`src/rtl/dcache_vb_pkg.sv`:
```
// Shared types and helpers for the D-cache victim writeback buffer.
//   - cap_state_e : capture FSM states (C_IDLE, C_FILL)
//   - drn_state_e : drain FSM states (D_IDLE, D_WRITE, D_GAP)
//   - OFFSET_BITS : word-offset width for the default 8-word line
//   - line_base() : clears the word-offset bits of a word address
// Optional feature macro used by the buffer: VICTIM_FWD_EN.
package dcache_vb_pkg;

  localparam int VB_LINE_WORDS = 8;
  localparam int OFFSET_BITS   = $clog2(VB_LINE_WORDS);

  typedef enum logic {
    C_IDLE = 1'b0,
    C_FILL = 1'b1
  } cap_state_e;

  typedef enum logic [1:0] {
    D_IDLE  = 2'd0,
    D_WRITE = 2'd1,
    D_GAP   = 2'd2
  } drn_state_e;

  // Word address of word 0 of the line containing addr.
  function automatic logic [18:0] line_base(input logic [18:0] addr, input int offset_bits);
    logic [18:0] mask;
    mask = (19'd1 << offset_bits) - 19'd1;
    return addr & ~mask;
  endfunction

endpackage

```
`src/rtl/victim_line_store.sv`:
```
// Line data storage for the victim buffer: DEPTH slots of LINE_WORDS x 16-bit
// words. One synchronous write port (capture), one combinational read port for
// the drain path and, when VICTIM_FWD_EN is defined, a second combinational
// read port for miss-lookup forwarding.
// Ports:
//   clk                                  clock
//   we_i, wr_slot_i, wr_off_i, wr_data_i write port
//   dr_slot_i, dr_off_i -> dr_data_o     drain read port
//   lk_slot_i, lk_off_i -> lk_data_o     lookup read port (VICTIM_FWD_EN only)
module victim_line_store #(
  parameter int LINE_WORDS = 8,
  parameter int DEPTH      = 2,
  localparam int OFF_W     = $clog2(LINE_WORDS),
  localparam int PTR_W     = (DEPTH > 1) ? $clog2(DEPTH) : 1
) (
  input  logic             clk,
  input  logic             we_i,
  input  logic [PTR_W-1:0] wr_slot_i,
  input  logic [OFF_W-1:0] wr_off_i,
  input  logic [15:0]      wr_data_i,
  input  logic [PTR_W-1:0] dr_slot_i,
  input  logic [OFF_W-1:0] dr_off_i,
  output logic [15:0]      dr_data_o
`ifdef VICTIM_FWD_EN
  ,
  input  logic [PTR_W-1:0] lk_slot_i,
  input  logic [OFF_W-1:0] lk_off_i,
  output logic [15:0]      lk_data_o
`endif
);

  // Contents are qualified by the slot valid bits in the parent, so no reset.
  logic [15:0] mem_q [DEPTH][LINE_WORDS];

  always_ff @(posedge clk) begin
    if (we_i) mem_q[wr_slot_i][wr_off_i] <= wr_data_i;
  end

  assign dr_data_o = mem_q[dr_slot_i][dr_off_i];

`ifdef VICTIM_FWD_EN
  assign lk_data_o = mem_q[lk_slot_i][lk_off_i];
`endif

endmodule

```
`src/rtl/dcache_victim_buffer.sv`:
```
// Multi-line victim writeback buffer between the D-cache eviction path and the
// VWB (write-only) port of the memory arbiter. Dirty lines are captured word by
// word into a FIFO of line slots and drained as word writes over VWB.
// Optional feature macro: VICTIM_FWD_EN (forward buffered words to lookups).
// Ports:
//   clk, reset                      clock, async active-high reset
//   ev_valid/ev_first/ev_addr/ev_data/ev_ready   eviction capture stream
//   vwb_addr/vwb_data_out/vwb_access/vwb_ack/vwb_wr_en/vwb_bytesel  drain port
//   empty, full                     occupancy status
//   lookup_addr -> lookup_hit/lookup_data        miss hazard check
// Handshakes: an eviction word transfers on a clock edge where ev_valid and
// ev_ready are both high (in C_IDLE only a word with ev_first starts a line).
// A drain word transfers on an edge where vwb_access and vwb_ack are both high;
// vwb_addr/vwb_data_out are held stable while vwb_access waits for vwb_ack.
module dcache_victim_buffer
  import dcache_vb_pkg::*;
#(
  parameter int LINE_WORDS = VB_LINE_WORDS,
  parameter int DEPTH      = 2
) (
  input  logic        clk,
  input  logic        reset,
  input  logic        ev_valid,
  input  logic        ev_first,
  input  logic [18:0] ev_addr,
  input  logic [15:0] ev_data,
  output logic        ev_ready,
  output logic [18:0] vwb_addr,
  output logic [15:0] vwb_data_out,
  output logic        vwb_access,
  input  logic        vwb_ack,
  output logic        vwb_wr_en,
  output logic [1:0]  vwb_bytesel,
  output logic        empty,
  output logic        full,
  input  logic [18:0] lookup_addr,
  output logic        lookup_hit,
  output logic [15:0] lookup_data
);

  localparam int OFF_W = $clog2(LINE_WORDS);
  localparam int PTR_W = (DEPTH > 1) ? $clog2(DEPTH) : 1;
  localparam int CNT_W = $clog2(DEPTH) + 1;
  localparam logic [OFF_W-1:0] LAST_OFF = OFF_W'(LINE_WORDS - 1);
  localparam logic [CNT_W-1:0] DEPTH_C  = CNT_W'(DEPTH);

  cap_state_e       cap_state_q, cap_state_d;
  drn_state_e       drn_state_q, drn_state_d;
  logic [PTR_W-1:0] tail_q, tail_d, head_q, head_d;
  logic [CNT_W-1:0] count_q, count_d;
  logic [OFF_W-1:0] cap_off_q, cap_off_d, drn_off_q, drn_off_d;
  logic [DEPTH-1:0] valid_q, valid_d;
  logic [18:0]      base_q [DEPTH];

  logic             wr_en, base_we, commit, drain_done;
  logic [OFF_W-1:0] wr_off;
  logic [15:0]      drn_word;

  function automatic logic [PTR_W-1:0] ptr_inc(input logic [PTR_W-1:0] p);
    return (p == PTR_W'(DEPTH - 1)) ? '0 : p + PTR_W'(1);
  endfunction

  // count covers committed slots including the one being drained; a slot
  // still being captured is not counted.
  assign ev_ready = (cap_state_q == C_FILL) || (count_q < DEPTH_C);
  assign full     = (count_q == DEPTH_C);
  assign empty    = (count_q == '0) && (cap_state_q == C_IDLE);

  // Capture FSM: the line always fills the tail slot.
  always_comb begin
    cap_state_d = cap_state_q;
    cap_off_d   = cap_off_q;
    wr_en       = 1'b0;
    wr_off      = cap_off_q;
    base_we     = 1'b0;
    commit      = 1'b0;
    case (cap_state_q)
      C_IDLE: begin
        if (ev_valid && ev_first && ev_ready) begin
          wr_en       = 1'b1;
          wr_off      = '0;
          base_we     = 1'b1;
          cap_off_d   = OFF_W'(1);
          cap_state_d = C_FILL;
        end
      end
      C_FILL: begin
        if (ev_valid) begin
          wr_en = 1'b1;
          if (ev_first) begin
            // Abandon the partial line; restart in the same slot.
            wr_off    = '0;
            base_we   = 1'b1;
            cap_off_d = OFF_W'(1);
          end else begin
            cap_off_d = cap_off_q + OFF_W'(1);
            if (cap_off_q == LAST_OFF) begin
              commit      = 1'b1;
              cap_state_d = C_IDLE;
            end
          end
        end
      end
      default: cap_state_d = C_IDLE;
    endcase
  end

  // Drain FSM. valid_q is registered, so a line committed on an edge is first
  // seen here in the following cycle and never drains while capturing.
  always_comb begin
    drn_state_d = drn_state_q;
    drn_off_d   = drn_off_q;
    drain_done  = 1'b0;
    case (drn_state_q)
      D_IDLE, D_GAP: begin
        drn_off_d   = '0;
        drn_state_d = valid_q[head_q] ? D_WRITE : D_IDLE;
      end
      D_WRITE: begin
        if (vwb_ack) begin
          drn_off_d = drn_off_q + OFF_W'(1);
          if (drn_off_q == LAST_OFF) begin
            drain_done  = 1'b1;
            drn_state_d = D_GAP;
          end
        end
      end
      default: drn_state_d = D_IDLE;
    endcase
  end

  always_comb begin
    tail_d  = commit ? ptr_inc(tail_q) : tail_q;
    head_d  = drain_done ? ptr_inc(head_q) : head_q;
    valid_d = valid_q;
    if (drain_done) valid_d[head_q] = 1'b0;
    if (commit)     valid_d[tail_q] = 1'b1;
    count_d = count_q;
    if (commit && !drain_done)      count_d = count_q + CNT_W'(1);
    else if (!commit && drain_done) count_d = count_q - CNT_W'(1);
  end

  always_ff @(posedge clk or posedge reset) begin
    if (reset) begin
      cap_state_q <= C_IDLE;
      drn_state_q <= D_IDLE;
      tail_q      <= '0;
      head_q      <= '0;
      count_q     <= '0;
      cap_off_q   <= '0;
      drn_off_q   <= '0;
      valid_q     <= '0;
    end else begin
      cap_state_q <= cap_state_d;
      drn_state_q <= drn_state_d;
      tail_q      <= tail_d;
      head_q      <= head_d;
      count_q     <= count_d;
      cap_off_q   <= cap_off_d;
      drn_off_q   <= drn_off_d;
      valid_q     <= valid_d;
    end
  end

  // Line bases are qualified by valid_q, so they need no reset.
  always_ff @(posedge clk) begin
    if (base_we) base_q[tail_q] <= line_base(ev_addr, OFF_W);
  end

  assign vwb_access   = (drn_state_q == D_WRITE);
  assign vwb_wr_en    = vwb_access;
  assign vwb_bytesel  = 2'b11;
  assign vwb_addr     = vwb_access ? (base_q[head_q] | {{(19-OFF_W){1'b0}}, drn_off_q}) : 19'h0;
  assign vwb_data_out = vwb_access ? drn_word : 16'h0;

`ifdef VICTIM_FWD_EN
  logic             lk_hit;
  logic [PTR_W-1:0] lk_slot;
  logic [15:0]      lk_word;

  // Scan from head (oldest) to tail so the newest matching slot wins.
  always_comb begin
    logic [PTR_W-1:0] idx;
    idx     = head_q;
    lk_hit  = 1'b0;
    lk_slot = head_q;
    for (int i = 0; i < DEPTH; i++) begin
      idx = PTR_W'((int'(head_q) + i) % DEPTH);
      if (valid_q[idx] && (base_q[idx] == line_base(lookup_addr, OFF_W))) begin
        lk_hit  = 1'b1;
        lk_slot = idx;
      end
    end
  end

  assign lookup_hit  = lk_hit;
  assign lookup_data = lk_hit ? lk_word : 16'h0;
`else
  logic lk_hit;

  always_comb begin
    lk_hit = 1'b0;
    for (int i = 0; i < DEPTH; i++) begin
      if (valid_q[i] && (base_q[i] == line_base(lookup_addr, OFF_W))) lk_hit = 1'b1;
    end
  end

  assign lookup_hit  = lk_hit;
  assign lookup_data = 16'h0;
`endif

  victim_line_store #(
    .LINE_WORDS(LINE_WORDS),
    .DEPTH     (DEPTH)
  ) u_store (
    .clk       (clk),
    .we_i      (wr_en),
    .wr_slot_i (tail_q),
    .wr_off_i  (wr_off),
    .wr_data_i (ev_data),
    .dr_slot_i (head_q),
    .dr_off_i  (drn_off_q),
    .dr_data_o (drn_word)
`ifdef VICTIM_FWD_EN
    ,
    .lk_slot_i (lk_slot),
    .lk_off_i  (lookup_addr[OFF_W-1:0]),
    .lk_data_o (lk_word)
`endif
  );

endmodule

```
`config.mk`:
```
export PLATFORM = sky130hd
export DESIGN_NAME = dcache_victim_buffer
export DESIGN_NICKNAME = d
export VERILOG_FILES = /design/src/rtl/dcache_vb_pkg.sv /design/src/rtl/victim_line_store.sv /design/src/rtl/dcache_victim_buffer.sv
export SDC_FILE = /design/constraint.sdc
export NUM_CORES = 1
export LEC_CHECK = 0
export CORE_UTILIZATION = 30
export DETAILED_ROUTE_END_ITERATION = 8
export GPL_TIMING_DRIVEN = 0
export HOLD_SLACK_MARGIN = 0.1
export PLACE_DENSITY = 0.46
export RECOVER_POWER = 25
export SLEW_MARGIN = 5
export SYNTH_ARGS = -nofsm -noshare
export SYNTH_HDL_FRONTEND = slang
export SYNTH_HIERARCHICAL = 1
export SYNTH_SLANG_ARGS = --single-unit
export TNS_END_PERCENT = 1
```
`constraint.sdc`:
```
create_clock -name clk -period 3 [get_ports clk]
set_input_delay 0.3 -clock clk [delete_from_list [all_inputs] [get_ports clk]]
set_output_delay 0.3 -clock clk [all_outputs]
set_load 0.05 [all_outputs]
```
# Word-level counts from Yosys, hierarchy flattened
# Memory sizes are Yosys's and may differ from the RTL's.
# Cells that the tools add are included.
op_classes:
  add_sub_neg: 6
  n_lt_le_gt_ge: 8
  eq_ne: 11
  muxes: 56
  bitwise_logic: 7
  reduce_logical: 21
ops:
  columns: ["op", "n"]
  rows:
  - ["$mux W128", 1]
  - ["$mux W16", 4]
  - ["$bmux W16 S3", 1]
  - ["$demux W16 S3", 1]
  - ["$eq A19 B19 Y1", 2]
  - ["$mux W1", 26]
  - ["$mux W3", 7]
  - ["$mux W19", 1]
  - ["$or A19 B3 Y19", 1]
  - ["$pmux W3 S2", 3]
  - ["$mux W2", 6]
  - ["$logic_and A1 B1 Y1", 10]
  - ["$ge A4 B4 Y1 const B", 2]
  - ["$not A3 Y4", 2]
  - ["$add A3 B1 Y3 const B", 2]
  - ["$eq A3 B3 Y1 const B", 2]
  - ["$ne A2 B1 Y1 const B", 3]
  - ["$pmux W1 S2", 3]
  - ["$reduce_and A2 Y1", 3]
  - ["$eq A2 B2 Y1 const B", 2]
  - ["$logic_not A2 Y1", 2]
  - ["$lt A1 B2 Y1 const B", 2]
  - ["$lt A4 B1 Y1 const B", 1]
  - ["$pmux W2 S2", 1]
  - ["other kinds (16)", 21]
word_totals:
  register_bits: 15
  mem_bits_rw: 288
  input_bits: 59
  mem_count: 2
mem_list:
  columns: ["memory", "depth", "word_bits", "read_ports", "rd_clocked_by_memory_dff", "wr", "line", "rtl"]
  rows:
  - ["u_store.mem_q", 2, 128, 1, 0, 1, "victim_line_store.sv:33", "logic [15:0] mem_q [DEPTH][LINE_WORDS];"]
  - ["base_q", 2, 16, 3, 0, 1, "dcache_victim_buffer.sv:53", "logic [18:0] base_q [DEPTH];"]

# Depth between registers and ports, before layout
# Gate-level depths: netlist of run 1.
logic_depth:
  ltp_word: 11
  mapped_depth: 8

# Hierarchy
# The synthesis of run 1 kept the hierarchy.
modules_own_cells:
  columns: ["module", "n_inst", "cells_per_inst", "area_per_inst_um2", "seq_area_each_um2"]
  rows:
  - ["victim_line_store", 1, 421, 9751.9, 7687.4]
  - ["dcache_victim_buffer", 1, 221, 2583.7, 1336.3]

# Least setup slack after synthesis of run 1
# OpenSTA, ideal clock, no wires.
synth_path:
  path_kind: "reg2reg"
  from: "register cap_state_q"
  to: "memory u_store/mem_q[0][112] in the netlist's numbering, enable pin"
  setup_time_ns: 0.430
  t_arrival_ns: 2.973
  required_time_ns: 2.570
  setup_slack_ns: -0.403
  stages_incl_launch_ff: 7
  n_path_buf: 2
  path_cell_list: "dfrtp_1 nand2b_4 and3_1 buf_6 and2b_1 clkbuf_1 nor4_1"
synth_between:
  elab_chain_len: 10
  word_cells_on_any_way: 15
  cone_classes: "2 x order compare; 8 x mux; 2 x bitwise; 3 x reduce/logical"
synth_lines:
  columns: ["item", "line", "rtl"]
  rows:
  - ["start: declaration", "dcache_victim_buffer.sv:47", "cap_state_e cap_state_q, cap_state_d;"]
  - ["start signal: assignment", "dcache_victim_buffer.sv:154", "cap_state_q <= cap_state_d;"]
  - ["$logic_or A1 B1 Y1 *", "dcache_victim_buffer.sv:65", "assign ev_ready = (cap_state_q == C_FILL) || (count_q < DEPTH_C);"]
  - ["via ev_ready", "dcache_victim_buffer.sv:27", "output logic ev_ready,"]
  - ["$logic_and A1 B1 Y1 *", "dcache_victim_buffer.sv:79", "if (ev_valid && ev_first && ev_ready) begin"]
  - ["$mux W3 *", "dcache_victim_buffer.sv:79", null]
  - ["$pmux W3 S2 *", "dcache_victim_buffer.sv:77", "case (cap_state_q)"]
  - ["via wr_off[0]", "dcache_victim_buffer.sv:56", "logic [OFF_W-1:0] wr_off;"]
  - ["$not A3 Y4 (implied by the code) *", "victim_line_store.sv:36", "if (we_i) mem_q[wr_slot_i][wr_off_i] <= wr_data_i;"]
  - ["$ge A4 B4 Y1 (implied by the code) / $lt A4 B1 Y1 (equally long branches)", "victim_line_store.sv:36", null]
  - ["$logic_and A1 B1 Y1 (implied by the code)", "victim_line_store.sv:36", null]
  - ["$mux W16 (implied by the code)", "victim_line_store.sv:36", null]
  - ["$demux W16 S3 *", "victim_line_store.sv:36", null]
  - ["$mux W128 (implied by the code) *", "victim_line_store.sv:36", null]
  - ["end: declaration", "victim_line_store.sv:33", null]
# Mark *: on every way through the listed nets, which the timed path passes. The rest lies on a longest branch.

# Final worst setup path of run 1
layout_path:
  from: "register head_q"
  to: "output port vwb_data_out[12]"
layout_between:
  elab_chain_len: 5
layout_lines:
  columns: ["item", "line", "rtl"]
  rows:
  - ["start: declaration", "dcache_victim_buffer.sv:49", "logic [PTR_W-1:0] tail_q, tail_d, head_q, head_d;"]
  - ["start signal: assignment", "dcache_victim_buffer.sv:148", "head_q <= '0;"]
  - ["start signal: assignment", "dcache_victim_buffer.sv:157", "head_q <= head_d;"]
  - ["$mem_v2 Z2 W128", null, null]
  - ["$bmux W16 S3", "victim_line_store.sv:39", "assign dr_data_o = mem_q[dr_slot_i][dr_off_i];"]
  - ["$mux W16 (implied by the code) (2 in series)", "victim_line_store.sv:39", null]
  - ["via drn_word[12]", "dcache_victim_buffer.sv:57", "logic [15:0] drn_word;"]
  - ["$mux W16", "dcache_victim_buffer.sv:174", "assign vwb_data_out = vwb_access ? drn_word : 16'h0;"]
  - ["end: declaration", "dcache_victim_buffer.sv:29", "output logic [15:0] vwb_data_out,"]
# The timed path passes the listed nets, and every way through them passes these cells. The select of a mux whose other input is x is not followed.

==> results of run 1 <==
-- how the worst max path moves through the flow --
stage / from / endpoint / slack, ps
after floorplan: cap_state_q$_DFF_PP0_ / u_store/mem_q[0][112]$_DFFE_PP_ / -400
after global placement: ev_valid / u_store/mem_q[0][123]$_DFFE_PP_ / -2790
after detailed placement: drn_off_q[0]$_DFFE_PP0P_ / vwb_data_out[10] / -360
after CTS: head_q$_DFFE_PP0N_ / vwb_data_out[2] / -170
after global routing: head_q$_DFFE_PP0N_ / vwb_data_out[6] / -160
final: head_q$_DFFE_PP0N_ / vwb_data_out[12] / -50
-- registers in the layout, summed over array words and instances, names as in the netlist --
register and count:
u_store/mem_q 256, drn_state_q 2, valid_q 2, count_q 2, cap_off_q 3, tail_q 1, drn_off_q 3, cap_state_q 1
base_q 32, head_q 1
-- Yosys cell counts --
master	count
a21oi_2	1
nand3_1	3
nor2_1	25
inv_1	4
mux4_1	10
a22o_1	2
nand2b_1	4
a32o_1	1
nor4_1	8
xor2_1	33
inv_2	1
a22oi_1	32
nor2b_1	7
conb_1	2
o22ai_1	1
nand2b_4	1
nor3_1	11
nand2_1	26
clkbuf_1	6
edfxtp_1	288
ha_1	5
buf_1	4
and2_1	22
buf_4	22
buf_6	5
and2b_1	4
o21ai_0	3
xnor2_1	5
o21a_1	1
mux2i_1	20
mux4_2	54
nand4_1	3
dfrtp_1	15
and3_1	1
buf_2	12
-- logic make-up after synthesis --
kind of cell / Yosys count
buffers and inverters: 54
other: 2
multiplexers: 84
AO/OA/AOI/OAI: 41
AND/OR/NAND/NOR: 115
flip-flops: 303
XOR/XNOR: 38
adder cells (fa/ha/maj): 5
-- per-stage QoR --
step / instance area [sq um] / hold slack (ps) / utilization
after floorplan: 12400 / 201 / -
after global placement: 14000 / 484 / 0.349
after detailed placement: 14400 / 516 / 0.359
after CTS: 15500 / 150 / 0.388
after global routing: 15500 / 347 / 0.387
final: 15500 / 288 / 0.387
-- power by group --
part	total [mW]	internal [mW]	switching, mW
Sequential	5.02	4.89	0.136
Combinational	4.63	1.69	2.94
Clock	4.10	2.49	1.61
-- per-layer routing --
layer | global-route usage | vias to the layer above
li1 | - | 2874
met1 | 0.188 | 3379
met2 | 0.253 | 138
met3 | 0.0288 | 47
met4 | 0.0424 | 0
met5 | 0 | -
-- area by class of cell --
class / instances / area, sq um / area share
Buffer: 49 / 360 / 0.0232
Clock buffer: 43 / 948 / 0.0610
Clock inverter: 18 / 161 / 0.0104
Inverter: 5 / 18.8 / 0.00121
Multi-Input combinational cell: 301 / 3130 / 0.202
Sequential cell: 303 / 9020 / 0.581
Tap cell: 525 / 657 / 0.0423
Timing Repair Buffer: 122 / 1240 / 0.0796
-- repair_timing --
item	4_1_cts	5_1_grt
setup endpoints to repair	29	41
hold buffers	0	0
gates resized for setup	57	20
==> metrics.txt, run 1 <==
vias in the first global route 6865; R2R depth 8; Setup violations, final 5; flops & latches, synth 303; post-synthesis compound-gate area fraction 0.0247; Simple-Gate Fraction of Synth Area 0.0476; die area 0.0419 sq mm; post-synthesis sequential area ratio 0.732; Arrival @ worst endpoint 2750 ps; dpl hpwl 20.9 mm; Final Instance Count excl. Fillers 1366; Nets 880; vias per cell 4.71; # Post-CTS Setup Buffers 0; htree depth 2; clock slew at reported path FFs 60 ps; antenna-violating nets left 0; average cell area after synthesis 19.2 sq um; crit path time final 3050 ps; static leakage 5.31 nW; PortBufs 93; io pins 118; CP most frequent cell buf_6; most frequent cells in the layout edfxtp_1 (288), mux4_2 (54), clkdlybuf4s50_1 (46); Synth Area in XOR/XNOR 0.0270; Slew @ Worst Pin 888 ps; Chip Width 205 um; share of cells above drive strength 1 0.251; combinational family with the most area after synthesis multiplexers; Levels on crit path 7; CTS Buf Count 34; Worst Path Max Fanout 10; met2 WL 15.4 mm; gp weighted congestion 0.722; Max-slew headroom 0.408; delay-heaviest family, CP buffers and inverters; routed wl met3 1.33 mm; classification of the worst setup path flop to output pin; reg2reg end u_store/mem_q[0][119]$_DFFE_PP_; Synth Area in Adders 0.00507; CP peak stage delay 580 ps; Reg-to-Reg Start cap_state_q$_DFF_PP0_; failing checks setup timing; clk sinks 303; top achievable clock speed 0.328 GHz; Top Metal Used met4; RSZ-0062 raised after global routing true; wire length on met1 12.8 mm; Final Power 13.8 mW; Yosys warnings 6; FP Rows 73; final hold vios 0; DRC viols 0; crit share post-route 1.02; final wirelength 30.2 mm; Startpoint Class flop; CTS tree yes; maxcap violations 0; grt total ovfl 0; top cells by area, synth edfxtp_1 (70%), mux4_2 (9.9%), dfrtp_1 (3.0%); Cells after DPL 1305; Place WS -356 ps; n_diodes 0; All-Layer GR Usage 0.147; largest net degree at the start of global routing 17; Die Y 205 um; post-synthesis cell area 0.0123 sq mm; Fin Clk Skew 12.5 ps; synth unique cells 35; clock insertion delay at the later pin of the skew report 510 ps; global-route wire length before repair 44.2 mm; Clock Path Buffers 3; status complete, but fails checks; Fillers 3642; Setup Total Neg Slack -124 ps; CP Cell Sequence buf_6 > buf_6 > mux4_1 > a22oi_1 > nand2_1 > and2_1 > clkdlybuf4s15_2; Final Slew Violations 0; Critical path buffers and inverters 3; slowest stage cell on the critical path mux4_1; Initial Util 0.308; commonest non-fill, non-tap cell in the layout edfxtp_1; multiplexer area fraction after synthesis 0.136; Worst IR Drop VDD 0.413 mV; Placeable Area 0.0401 sq mm; PwrDens 885 mW/mm^2; CP Data Required Time 2700 ps; Mapped Cells 642; initial antenna violation count 0; proportion of netlist area held by the largest area contributor 0.701; initial DRC count 318; final setup margin -45.2 ps; WL/cell 22.1 um; first drt pass iteration count 5; HP Class input pin to async pin; Layout area overhead 26.0%; area leader, netlist edfxtp_1; root buf cell clkbuf_16; worst reg-to-reg setup slack 50 ps; via count 6438; kind of end point of the critical path output pin
Note: power is estimated with default switching activity, not from simulation.
==> run 2, diff against run 1 <==
Settings changed: CTS_BUF_LIST set to sky130_fd_sc_hd__clkbuf_2, SYNTH_HIERARCHICAL 1 to not set.
==> run 2 against run 1 <==
Effect of this change:
- the flow now finishes without violations
- worst setup slack better by 110 ps
- via count rose by 4.0%
- clock skew grew 44 ps
- clock power fell by 27%
- sequential cell count unchanged
- synthesized cell count fell by 2.8%
- sequential share of layout area up 0.31 points
- sequential power up 2%
- die area fell by 0.72%
- maximum frequency is 3.9% higher
- power down 3.0%
- cell area is 0.52% lower
- largest cell class unchanged
==> metrics.txt, run 2 <==
Max-slew headroom 0.457 (+0.0490); Largest register FFs 256 (unchanged); Layout area overhead 26.2%; proportion of netlist area held by the largest area contributor 0.706 (+0.00516); Cell Area, Placed 0.0143 sq mm (-0.55%); static leakage 5.26 nW (-0.84%); CP peak stage delay 520 ps (-60 ps); All-Layer GR Usage 0.152 (+0.00506); Worst Hold Margin 271 ps (-16.8 ps); delay-heaviest family, CP multiplexers; maxcap violations 0 (unchanged); die area 0.0416 sq mm (-0.72%); RSZ-0062 raised after global routing true; flops & latches, synth 303 (unchanged); combinational family with the most area after synthesis multiplexers; CP Cell Sequence buf_12 > buf_16 > mux4_2 > mux2i_2 > o22ai_1 > buf_4; vias per cell 4.70 (-0.33%); Worst Setup SP head_q$_DFFE_PP0N_; R2R depth 5 (-3); top cells by area, synth edfxtp_1 (71%), mux4_2 (12%), mux2i_1 (4.2%); clock insertion delay at the later pin of the skew report 870 ps (+360 ps); Final Slew Violations 0 (unchanged); net switching power 5.00 mW (+6.7%); reg2reg end u_store.mem_q[1][26]$_DFFE_PP_; average cell area after synthesis 19.6 sq um (+2.1%); Seq pwr share 0.383 (+0.018); CP Data Required Time 2700 ps (about the same); status finished clean; post-synthesis compound-gate area fraction 0.0152 (-0.00952); layer with the highest usage met2; biggest regs u_store.mem_q (256), base_q (32); multiplexer area fraction after synthesis 0.159 (+0.0233); Arrival @ worst endpoint 2630 ps (-120 ps); Simple-Gate Fraction of Synth Area 0.0308 (-0.0168); largest net degree at the start of global routing 17 (unchanged); classification of the worst setup path flop to output pin; dpl hpwl 20.7 mm (-1.4%); Synth Area in XOR/XNOR 0.0272 (+0.000198); clock slew at reported path FFs 90 ps (+30 ps); root buf cell clkbuf_2; Worst IR Drop VDD 0.446 mV (+8.0%); post-layout util 0.386 (-0.00112); number of synthesized flops with an enable pin 288 (unchanged); Final Power 13.3 mW (-3.0%); sw frac 0.375 (+0.0340); HP Class input pin to flop; final hold vios 0 (unchanged); Fin Clk Skew 56.1 ps (+43.6 ps); Startpoint Class flop; commonest non-fill, non-tap cell in the layout edfxtp_1; Chip Width 204 um (-0.36%); crit share post-route 0.977 (-0.0381); first drt pass iteration count 5 (unchanged); P_int 8.34 mW (-8.0%); top-count cell post-synth edfxtp_1; Fillers 3743 (+2.8%); final setup margin 69.2 ps (+114 ps); crit path time final 2930 ps (-114 ps); Synth Area in Adders 0.00511 (+0.0000373); initial DRC count 348 (+9.4%); io pins 118 (unchanged); antenna-violating nets left 0 (unchanged); PwrDens 863 mW/mm^2 (-2.5%); most frequent cells in the layout edfxtp_1 (288), clkbuf_2 (114), mux4_2 (64); Largest Register u_store.mem_q; Async S/R FF share, synth 0.0495 (unchanged); Clock Path Buffers 3 (unchanged); CP endpoint vwb_data_out[4]; Yosys warnings 0 (-6); met2 GRT Util 0.249 (-0.00399); WL/cell 21.7 um (-1.7%); CTS Buf Count 79 (+130%); Critical path buffers and inverters 3 (unchanged); Mapped Cells 624 (-2.8%); met1 usage 0.195 (+0.00722); gp weighted congestion 0.766 (+6.0%); top achievable clock speed 0.341 GHz (+3.9%); Die Y 204 um (-0.36%); post-synthesis cell area 0.0122 sq mm (-0.73%); Reg-to-Reg Start cap_state_q$_DFF_PP0_; Clock Power Share 0.223 (-0.075); Place WS -383 ps (-27.3 ps); Initial Util 0.306 (-0.00155); synth unique cells 34 (-2.9%); Top FF cell, synth edfxtp_1; final wirelength 30.9 mm (+2.5%); Slew @ Worst Pin 813 ps (-74.5 ps); CTS tree yes; worst reg-to-reg setup slack 490 ps (+440 ps); Worst Path Max Fanout 10 (unchanged); Nets 914 (+3.9%); DRC viols 0 (unchanged); initial antenna violation count 2 (+2); Setup violations, final 0 (-5); routing usage on met3 0.0405 (+0.0117); Synth top cells by count edfxtp_1 (288), mux4_2 (64), mux2i_1 (51); Levels on crit path 6 (-1); htree depth 3 (+1); Comb pwr share 0.394 (+0.058); FP Rows 73 (unchanged); Final Cell Area 0.0155 sq mm (-0.52%); kind of end point of the critical path output pin; post-synthesis sequential area ratio 0.737 (+0.00538); slowest stage cell on the critical path mux4_2; grt total ovfl 0 (unchanged); Placeable Area 0.0400 sq mm (-0.23%); share of cells above drive strength 1 0.345 (+0.0939); global-route wire length before repair 45.4 mm (+2.7%); via count 6694 (+4.0%); vias in the first global route 7352 (+7.1%); clk sinks 303 (unchanged); PortBufs 93 (unchanged); area leader, netlist edfxtp_1
run 2: cell types whose count changed in the layout (fill, tap and decap cells not counted), sizes merged, moves of 5 or more:
cell / before / now
a22oi: 32 / 1
mux2i: 20 / 51
and2: 22 / 5
inv: 5 / 10
clkdlybuf4s15: 4 / 18
nor3: 11 / 3
clkbuf: 58 / 117
o22ai: 1 / 18
dlygate4sd2: 9 / 1
dlygate4sd3: 25 / 32
nand2: 26 / 9
nor2: 25 / 37
run 2: what timing repair did:
item | 4_1_cts | 5_1_grt
hold buffers | 19 | 0
gates resized for setup | 206 | 11
hold endpoints to repair | 50 | 0
cloned | 0 | 0
setup endpoints to repair | 37 | 21
setup buffers | 1 | 0
pin swaps | 10 | 0
run 2: metal layers:
layer | up-vias | wire [um]
li1 | 2957 | -
met1 | 3437 | 13200
met2 | 258 | 15100
met3 | 40 | 2090
met4 | 2 | 535
met5 | - | 16
run 2: worst min-delay path by stage:
| stage | from | to | slack [ps] | depth (start not counted) |
|---|---|---|---|---|
| 2_1_floorplan | reset | cap_off_q[0]$_DFFE_PP0P_ | 200 | 1 |
| 3_3_place_gp | drn_state_q[0]$_DFFE_PP0P_ | drn_state_q[0]$_DFFE_PP0P_ | 490 | 1 |
| 3_5_place_dp | count_q[1]$_DFFE_PP0P_ | count_q[1]$_DFFE_PP0P_ | 500 | 1 |
| 4_1_cts | ev_valid | cap_off_q[0]$_DFFE_PP0P_ | 160 | 3 |
| 5_1_grt | ev_valid | cap_off_q[0]$_DFFE_PP0P_ | 180 | 3 |
| 6_report | ev_valid | cap_off_q[0]$_DFFE_PP0P_ | 270 | 3 |
run 2: cell type report:
class	instances	area [sq um]	area share
inverter	7	28.8	0.00186
timing repair buffer	131	1500	0.0969
clock buffer	112	561	0.0363
tap	525	657	0.0425
multi-input combinational	286	3090	0.200
antenna	1	2.50	0.000162
clock inverter	18	183	0.0118
sequential	303	9020	0.584
buffer	42	413	0.0267
run 2: power by group through the flow:
stage / Clock [mW] / Sequential, mW / Combinational (mW)
2_1_floorplan: 0 / 5.13 / 3.36
3_3_place_gp: 0 / 5.17 / 4.99
3_5_place_dp: 0 / 5.17 / 5.12
4_1_cts: 3.11 / 5.11 / 5.30
5_1_grt: 3.29 / 5.14 / 5.56
6_report: 2.98 / 5.11 / 5.26
run 2: kinds of logic after synthesis:
logic type,count (synthesis)
DFF,303
and+or+nand+nor,80
buffers and inverters,51
other,2
AOI/OAI and AO/OA,30
muxes,115
xor gates and xnor gates,38
adders and majority gates,5
run 2: tightest hold or removal path, delay by kind of cell:
family                 cells  cell delay [ps]
AO/OA/AOI/OAI              1              180
buffers and inverters      1              530
AND/OR/NAND/NOR            1               50
run 2: metrics by stage:
| stage | TNS [ps] | cells |
|---|---|---|
| floorplan | 0 | 640 |
| global placement | -108190 | 1258 |
| detailed placement | -3020 | 1276 |
| CTS | -704 | 1424 |
| global route | -1630 | 1425 |
| finish | 0 | 1425 |
